==> src/rtl/ad7991_pkg.sv <==
// rtl/ad7991_pkg.sv - shared types, defaults and word/channel helpers for the AD7991 responder
package ad7991_pkg;

    typedef enum logic [3:0] {
        ST_IDLE     = 4'd0,
        ST_ADDR     = 4'd1,
        ST_ADDR_ACK = 4'd2,
        ST_WR_BYTE  = 4'd3,
        ST_WR_ACK   = 4'd4,
        ST_RD_MSB   = 4'd5,
        ST_RD_LSB   = 4'd6,
        ST_RD_MACK  = 4'd7,
        ST_IGNORE   = 4'd8
    } state_t;

    localparam logic [6:0] AD7991_ADDR_DEFAULT = 7'h28;
    localparam logic [7:0] AD7991_CFG_DEFAULT  = 8'h10;
    localparam int         CH_SEL_LSB          = 4;

    function automatic logic [15:0] make_word(input logic [1:0] ch_id, input logic [11:0] data);
        return {2'b00, ch_id, data};
    endfunction

    // Next selected channel strictly after cur (wrapping); starting from 3 yields the lowest.
    function automatic logic [1:0] next_channel(input logic [3:0] mask, input logic [1:0] cur);
        logic [1:0] c;
        logic [1:0] r;
        logic       found;
        r     = 2'd0;
        found = 1'b0;
        for (int i = 1; i <= 4; i++) begin
            c = cur + 2'(i);
            if (!found && mask[c]) begin
                r     = c;
                found = 1'b1;
            end
        end
        return r;
    endfunction

endpackage

==> src/rtl/ad7991_i2c_responder_cond.sv <==
// rtl/ad7991_i2c_responder_cond.sv - I2C line synchronizer, glitch filter and bus event detector
module i2c_line_conditioner #(
    parameter int FILTER_LEN = 3
) (
    input  logic clk,
    input  logic reset,
    input  logic i_scl,
    input  logic i_sda,
    output logic o_scl,
    output logic o_sda,
    output logic o_scl_rise,
    output logic o_scl_fall,
    output logic o_start,
    output logic o_stop
);

    logic [1:0]            r_scl_sync;
    logic [1:0]            r_sda_sync;
    logic [FILTER_LEN-1:0] r_scl_hist;
    logic [FILTER_LEN-1:0] r_sda_hist;
    logic                  r_scl_f;
    logic                  r_sda_f;
    logic                  r_scl_prev;
    logic                  r_sda_prev;

    always_ff @(posedge clk) begin
        if (reset) begin
            r_scl_sync <= '1;
            r_sda_sync <= '1;
            r_scl_hist <= '1;
            r_sda_hist <= '1;
            r_scl_f    <= 1'b1;
            r_sda_f    <= 1'b1;
            r_scl_prev <= 1'b1;
            r_sda_prev <= 1'b1;
        end else begin
            r_scl_sync <= {r_scl_sync[0], i_scl};
            r_sda_sync <= {r_sda_sync[0], i_sda};
            r_scl_hist <= FILTER_LEN'({r_scl_hist, r_scl_sync[1]});
            r_sda_hist <= FILTER_LEN'({r_sda_hist, r_sda_sync[1]});
            // A level is accepted only once the whole history agrees.
            if (&r_scl_hist)       r_scl_f <= 1'b1;
            else if (~|r_scl_hist) r_scl_f <= 1'b0;
            if (&r_sda_hist)       r_sda_f <= 1'b1;
            else if (~|r_sda_hist) r_sda_f <= 1'b0;
            r_scl_prev <= r_scl_f;
            r_sda_prev <= r_sda_f;
        end
    end

    assign o_scl      = r_scl_f;
    assign o_sda      = r_sda_f;
    assign o_scl_rise = r_scl_f & ~r_scl_prev;
    assign o_scl_fall = ~r_scl_f & r_scl_prev;
    assign o_start    = r_scl_f & r_scl_prev & r_sda_prev & ~r_sda_f;
    assign o_stop     = r_scl_f & r_scl_prev & ~r_sda_prev & r_sda_f;

endmodule

==> src/rtl/ad7991_i2c_responder.sv <==
// rtl/ad7991_i2c_responder.sv - I2C target emulating the AD7991 4-channel 12-bit ADC
module ad7991_i2c_responder
    import ad7991_pkg::*;
#(
    parameter logic [6:0] DEVICE_ADDR = AD7991_ADDR_DEFAULT,
    parameter logic [7:0] CFG_DEFAULT = AD7991_CFG_DEFAULT,
    parameter int         HOLD_CYCLES = 8,
    parameter int         FILTER_LEN  = 3
) (
    input  logic        clk,
    input  logic        reset,
    input  logic        scl_i,
    input  logic        sda_i,
    output logic        sda_oe,
    input  logic [11:0] ch0_data,
    input  logic [11:0] ch1_data,
    input  logic [11:0] ch2_data,
    input  logic [11:0] ch3_data,
    output logic [7:0]  cfg_reg,
    output logic        busy
);

    localparam logic [1:0] PTR_DEFAULT = next_channel(CFG_DEFAULT[CH_SEL_LSB +: 4], 2'd3);

    logic w_scl_f, w_sda_f, w_scl_rise, w_scl_fall, w_start, w_stop;

    i2c_line_conditioner #(.FILTER_LEN(FILTER_LEN)) u_cond (
        .clk       (clk),
        .reset     (reset),
        .i_scl     (scl_i),
        .i_sda     (sda_i),
        .o_scl     (w_scl_f),
        .o_sda     (w_sda_f),
        .o_scl_rise(w_scl_rise),
        .o_scl_fall(w_scl_fall),
        .o_start   (w_start),
        .o_stop    (w_stop)
    );

    state_t      r_state;
    logic [2:0]  r_bitcnt;
    logic [6:0]  r_shift;
    logic [7:0]  r_cfg;
    logic [1:0]  r_ptr;
    logic [15:0] r_word;
    logic        r_after_lsb;
    logic        r_busy;
    logic        r_sda_oe;
    logic        r_hold_act;
    logic [7:0]  r_hold_cnt;

    logic [7:0]  w_byte;
    logic [1:0]  w_next_ptr;
    logic        w_oe_target;

    function automatic logic [11:0] sel_sample(input logic [1:0] idx, input logic [11:0] d0,
                                               input logic [11:0] d1, input logic [11:0] d2,
                                               input logic [11:0] d3);
        case (idx)
            2'd0:    return d0;
            2'd1:    return d1;
            2'd2:    return d2;
            default: return d3;
        endcase
    endfunction

    assign w_byte     = {r_shift, w_sda_f};
    assign w_next_ptr = next_channel(r_cfg[CH_SEL_LSB +: 4], r_ptr);

    // Level SDA should take for the SCL-low phase that follows the current state/bit.
    always_comb begin
        w_oe_target = 1'b0;
        case (r_state)
            ST_ADDR_ACK, ST_WR_ACK: w_oe_target = 1'b1;
            ST_RD_MSB:              w_oe_target = ~r_word[{1'b1, ~r_bitcnt}];
            ST_RD_LSB:              w_oe_target = ~r_word[{1'b0, ~r_bitcnt}];
            default:                w_oe_target = 1'b0;
        endcase
    end

    always_ff @(posedge clk) begin
        if (reset) begin
            r_state     <= ST_IDLE;
            r_bitcnt    <= 3'd0;
            r_shift     <= 7'd0;
            r_cfg       <= CFG_DEFAULT;
            r_ptr       <= PTR_DEFAULT;
            r_word      <= 16'd0;
            r_after_lsb <= 1'b0;
            r_busy      <= 1'b0;
            r_sda_oe    <= 1'b0;
            r_hold_act  <= 1'b0;
            r_hold_cnt  <= 8'd0;
        end else begin
            if (w_scl_fall) begin
                r_hold_act <= 1'b1;
                r_hold_cnt <= 8'(HOLD_CYCLES - 1);
            end else if (r_hold_act) begin
                if (r_hold_cnt == 8'd0) begin
                    r_hold_act <= 1'b0;
                    if (!w_scl_f) r_sda_oe <= w_oe_target;
                end else begin
                    r_hold_cnt <= r_hold_cnt - 8'd1;
                end
            end

            if (w_stop) begin
                r_state    <= ST_IDLE;
                r_busy     <= 1'b0;
                r_sda_oe   <= 1'b0;
                r_hold_act <= 1'b0;
            end else if (w_start) begin
                r_state    <= ST_ADDR;
                r_bitcnt   <= 3'd0;
                r_sda_oe   <= 1'b0;
                r_hold_act <= 1'b0;
            end else if (w_scl_rise) begin
                case (r_state)
                    ST_ADDR, ST_WR_BYTE: begin
                        r_shift  <= w_byte[6:0];
                        r_bitcnt <= r_bitcnt + 3'd1;
                        if (r_bitcnt == 3'd7) begin
                            if (r_state == ST_WR_BYTE) begin
                                r_cfg   <= w_byte;
                                r_ptr   <= next_channel(w_byte[CH_SEL_LSB +: 4], 2'd3);
                                r_state <= ST_WR_ACK;
                            end else if (w_byte[7:1] == DEVICE_ADDR) begin
                                r_state <= ST_ADDR_ACK;
                                r_busy  <= 1'b1;
                            end else begin
                                r_state <= ST_IGNORE;
                                r_busy  <= 1'b0;
                            end
                        end
                    end
                    ST_ADDR_ACK: begin
                        r_bitcnt <= 3'd0;
                        if (r_shift[0]) begin
                            r_word      <= make_word(r_ptr, sel_sample(r_ptr, ch0_data, ch1_data, ch2_data, ch3_data));
                            r_after_lsb <= 1'b0;
                            r_state     <= ST_RD_MSB;
                        end else begin
                            r_state <= ST_WR_BYTE;
                        end
                    end
                    ST_WR_ACK: begin
                        r_bitcnt <= 3'd0;
                        r_state  <= ST_WR_BYTE;
                    end
                    ST_RD_MSB, ST_RD_LSB: begin
                        r_bitcnt <= r_bitcnt + 3'd1;
                        if (r_bitcnt == 3'd7) begin
                            r_after_lsb <= (r_state == ST_RD_LSB);
                            r_state     <= ST_RD_MACK;
                        end
                    end
                    ST_RD_MACK: begin
                        r_bitcnt <= 3'd0;
                        if (w_sda_f) begin
                            r_state <= ST_IGNORE;
                        end else if (r_after_lsb) begin
                            r_ptr       <= w_next_ptr;
                            r_word      <= make_word(w_next_ptr, sel_sample(w_next_ptr, ch0_data, ch1_data, ch2_data, ch3_data));
                            r_after_lsb <= 1'b0;
                            r_state     <= ST_RD_MSB;
                        end else begin
                            r_state <= ST_RD_LSB;
                        end
                    end
                    default: ;
                endcase
            end
        end
    end

    // Reset releases the bus combinationally so SDA is freed in the cycle reset is seen.
    assign sda_oe  = r_sda_oe & ~reset;
    assign cfg_reg = r_cfg;
    assign busy    = r_busy;

endmodule

==> config.mk <==
export PLATFORM = sky130hd
export DESIGN_NAME = ad7991_i2c_responder
export DESIGN_NICKNAME = d
export VERILOG_FILES = /design/src/rtl/ad7991_pkg.sv /design/src/rtl/ad7991_i2c_responder_cond.sv /design/src/rtl/ad7991_i2c_responder.sv
export SDC_FILE = /design/constraint.sdc
export NUM_CORES = 1
export LEC_CHECK = 0
export BUFFER_PORTS_ARGS = -buffer_cell sky130_fd_sc_hd__buf_4
export CAP_MARGIN = 20
export CORE_ASPECT_RATIO = 0.75
export CORE_MARGIN = 2
export CORE_UTILIZATION = 60
export CTS_CLUSTER_SIZE = 24
export DETAILED_ROUTE_END_ITERATION = 16
export GPL_TIMING_DRIVEN = 0
export PLACE_DENSITY = 0.83
export SYNTH_ARGS = -nofsm -noshare
export SYNTH_HDL_FRONTEND = slang
export SYNTH_SLANG_ARGS = --single-unit
==> constraint.sdc <==
create_clock -name clk -period 5.8 [get_ports clk]
set_input_delay 0.58 -clock clk [delete_from_list [all_inputs] [get_ports clk]]
set_output_delay 0.58 -clock clk [all_outputs]
set_load 0.1 [all_outputs]
==> results <==
- Each instance of the synthesized netlist takes up on average 8.41 um2.
- The pin slew with the least headroom to its limit is 0.809 ns.
- Input and output buffers added on the ports amount to 61.
- The post-layout minimum cycle time is 3.46 ns.
- The worst vdd rail ir drop is 0.154 mV.
- The number of antenna diodes in the final layout is 0.
- The top layer used by detailed routing is met4.
- The maximum fanout count along the critical path is 10.
- Setup repair after global routing left no endpoint under its margin.
- Traced cell by cell, the critical path runs through buf_6 -> inv_1 -> ha_1 -> clkbuf_1 -> mux2i_1 -> nand4_1 -> a311oi_4 -> o22ai_2 -> a21oi_4 -> a311oi_2.
- The DRC violation count after routing is 0.
- The iteration-0 DRC count of the detailed router is 464.
- The proportion of synthesized chip area in sequential cells is 31.2%.
- The routed metal-1 wirelength is 5150 um.
- The die covers 0.00752 mm2.
- The post-route clock period utilization is 59.7%.
- Detailed routing placed a total of 1310 um of wire on met3.
- At the later pin of the worst-skew pair, clock insertion delay measures 0.36 ns.
- The first TritonRoute pass finished after 6 iterations.
- Cells fill 72.3% of the core in the end.
- The x dimension of the die is 99.5 um.
- Routability-driven placement finished with a final weighted congestion of 0.930.
- The most used flip-flop cell after synthesis is sky130_fd_sc_hd__dfxtp_1.
- The number of maximum-capacitance constraint violations is 0.
- The overall die height is 75.6 um.
- The maximum root-to-sink buffer count is 2.
- In this run the number of H-tree levels came out at 3.
- The cell at the root of the clock tree is sky130_fd_sc_hd__clkbuf_8.
- The first global-routing pass estimated 18600 um of wire.
- The total non-filler cell area in the finished layout is 0.00485 mm2.
- The number of antenna violations at the first check in global routing is 0.
- The setup fix buffers added after clock tree synthesis is 0.
- The final count of hold timing violations is 0.
- The largest net degree at the start of global routing is 13.
- The via density per instance is 6.49.
- In the final design database the tool counted 619 nets.
- In this run, post-CTS repair resized a total of 0 instances.
- From synthesis to final layout, the design area changed by 18.1%.
- The row count is 26.
- The critical path's largest stage delay is 0.63 ns.
- Once the floorplan was initialized, standard cells occupied 61.2% of the core.
- The path class of the tightest hold or removal check is in2reg.
- The core footprint is 0.00670 mm2.
- The maximum clock frequency is 0.289 GHz.
- In this run, post-CTS hold repair placed 0 buffers.
- The cell with the largest stage delay on the worst path is sky130_fd_sc_hd__a311oi_4.
- Detailed placement finished with a half-perimeter wire length of 8540 um.
- The share of flip-flops with an asynchronous set or reset after synthesis is 0%.
- Among cell families on the critical path, the largest total delay comes from compound AO/OA/AOI/OAI gates.
- Wires add up to 11700 um.
- Cells with a size suffix above 1 make up 22.7% of the layout.
- The endpoint arrival time on the critical path is 3.68 ns.
- The flow ran to the end, and the final reports show no timing, DRC or antenna violations.
- The cell total after placement is 633.
- At the worst endpoint, the required time is 6.02 ns.
- The detail route stage leaves a number of antenna-violating nets equal to 0.
- The launching element type of the critical path is a register.
- The area after detailed placement is 0.00467 mm2.
- The worst setup path is of the reg2reg kind.
- The setup TNS is 0 ns.
- TritonCTS built the clock tree.
- The register with the most flip-flops in the layout has 14 of them.
- The via total after detailed routing is 4210.
- Counting both buffers and inverters, the worst setup path holds a total of 3.
- The total overflow left after global routing is 0.
- The top-level port count is 62.
- The met2 routed wirelength is 5030 um.
- The number of global-route vias before repair is 3841.
- In the global route stage, overall resource usage came out at 31.6%.
- For this design, the sink count on the clock tree is 64.
- Dividing total power by cell area gives a power density of 177 mW/mm2.
- STA classifies the critical path endpoint as a register.
- The overall power consumption is 0.857 mW.
- The number of nets in the synthesized netlist is 547.
- Across the routed clock network, the largest skew measured is 0.00889 ns.
- The CTS clock-pin slew for the worst setup and hold paths is 0.07 ns.
- Summing every instance area after synthesis gives 0.00410 mm2.
- The most common cell after layout, fill and taps aside is sky130_fd_sc_hd__dfxtp_1.
- Counting distinct cell types in the post-synthesis netlist gives 73.
- After detailed routing, the average wire length per cell comes to 18.0 um.
- The count of pins over their slew limit is 0.
- Setup violations remaining at the end of the flow were counted as 0.
- The worst slew margin relative to its limit is 45.8%.
- Yosys printed 0 warnings.
- Leaving out fill and tap cells, the most frequent cells in the layout are sky130_fd_sc_hd__dfxtp_1, sky130_fd_sc_hd__buf_4, sky130_fd_sc_hd__nor2_1, sky130_fd_sc_hd__nand2_1, sky130_fd_sc_hd__a21oi_1.
- The final instance count without filler cells is 649.
- Summed over all cells, the static leakage comes to 1.92 nW.
- The flip-flop and latch count after synthesis is 64.
- Yosys mapped a number of flops with a built-in enable equal to 0.
- The number of cells produced by synthesis is 488.
- The number of buffers added by the clock tree synthesis step is 9.
## layout make-up
| class | count | area, um2 |
|---|---|---|
| repair buffers | 61 | 458 |
| plain buffers | 31 | 151 |
| clock buffers | 10 | 138 |
| fillers | 520 | 1850 |
| well taps | 84 | 105 |
| inverters | 16 | 60.1 |
| clock inverters | 6 | 43.8 |
| multi-input cells | 377 | 2610 |
| flip-flops and latches | 64 | 1280 |
## final timing paths
path,start,to,slack [ns],depth (start not counted)
hold / removal,sda_i,u_cond.r_sda_sync[0]$_SDFF_PP1_,0.40,2
setup reg to reg,r_ptr[0]$_SDFFE_PP0P_,r_word[1]$_SDFFE_PP0P_,2.34,10
setup / recovery,r_ptr[0]$_SDFFE_PP0P_,r_word[1]$_SDFFE_PP0P_,2.34,10
hold reg to reg,u_cond.r_sda_sync[1]$_SDFF_PP1_,u_cond.r_sda_hist[0]$_SDFF_PP1_,0.41,1
## cell families after synthesis
group | share of synthesized area, %
AO/OA/AOI/OAI | 27.5
XOR/XNOR | 1.92
adder cells (fa/ha/maj) | 2.13
buffers and inverters | 5.15
flip-flops | 31.2
multiplexers | 10.7
AND/OR/NAND/NOR | 21.3
## cells in the mapped netlist (7+ instances only)
cell | n | area, um2
sky130_fd_sc_hd__nand2_1 | 41 | 154
sky130_fd_sc_hd__xnor2_1 | 7 | 61.3
sky130_fd_sc_hd__nor3_1 | 16 | 80.1
sky130_fd_sc_hd__nor2_1 | 56 | 210
sky130_fd_sc_hd__a222oi_1 | 12 | 120
sky130_fd_sc_hd__nand3_1 | 10 | 50.1
sky130_fd_sc_hd__dfxtp_1 | 64 | 1280
sky130_fd_sc_hd__mux2i_1 | 29 | 290
sky130_fd_sc_hd__inv_1 | 12 | 45.0
sky130_fd_sc_hd__clkbuf_1 | 22 | 82.6
sky130_fd_sc_hd__o21ai_0 | 24 | 120
sky130_fd_sc_hd__nand2b_1 | 8 | 50.1
sky130_fd_sc_hd__o221ai_1 | 7 | 61.3
sky130_fd_sc_hd__or2_2 | 12 | 75.1
sky130_fd_sc_hd__ha_1 | 7 | 87.6
sky130_fd_sc_hd__a21oi_1 | 39 | 195
## worst register-to-register path, delay by kind of cell (launching register included)
family / cells / cell delay (ns)
buffers and inverters: 3 / 0.58
and+or+nand+nor: 1 / 0.23
muxes: 1 / 0.30
adders and majority gates: 1 / 0.28
AOI/OAI and AO/OA: 4 / 1.41
DFF: 1 / 0.51
## power breakdown
part | switching (mW) | leakage [nW] | total [mW] | internal (mW)
logic | 0.0295 | 1.31 | 0.0626 | 0.0331
clock network | 0.184 | 0.0926 | 0.352 | 0.168
registers | 0.000704 | 0.517 | 0.442 | 0.441
## per-layer routing
| layer | vias to the layer above | global-route usage [%] |
|---|---|---|
| li1 | 1966 | - |
| met1 | 1957 | 43.8 |
| met2 | 251 | 48.8 |
| met3 | 36 | 9.17 |
| met4 | 0 | 8.52 |
| met5 | - | 0 |
## metrics by stage
step           hold WS, ns  setup slack, ns
6_report             0.403             2.34
5_1_grt              0.403             2.13
4_1_cts              0.392             2.37
3_5_place_dp         0.397             2.38
3_3_place_gp         0.391             2.46
2_1_floorplan        0.389             2.92
(Power assumes the default switching activity.)
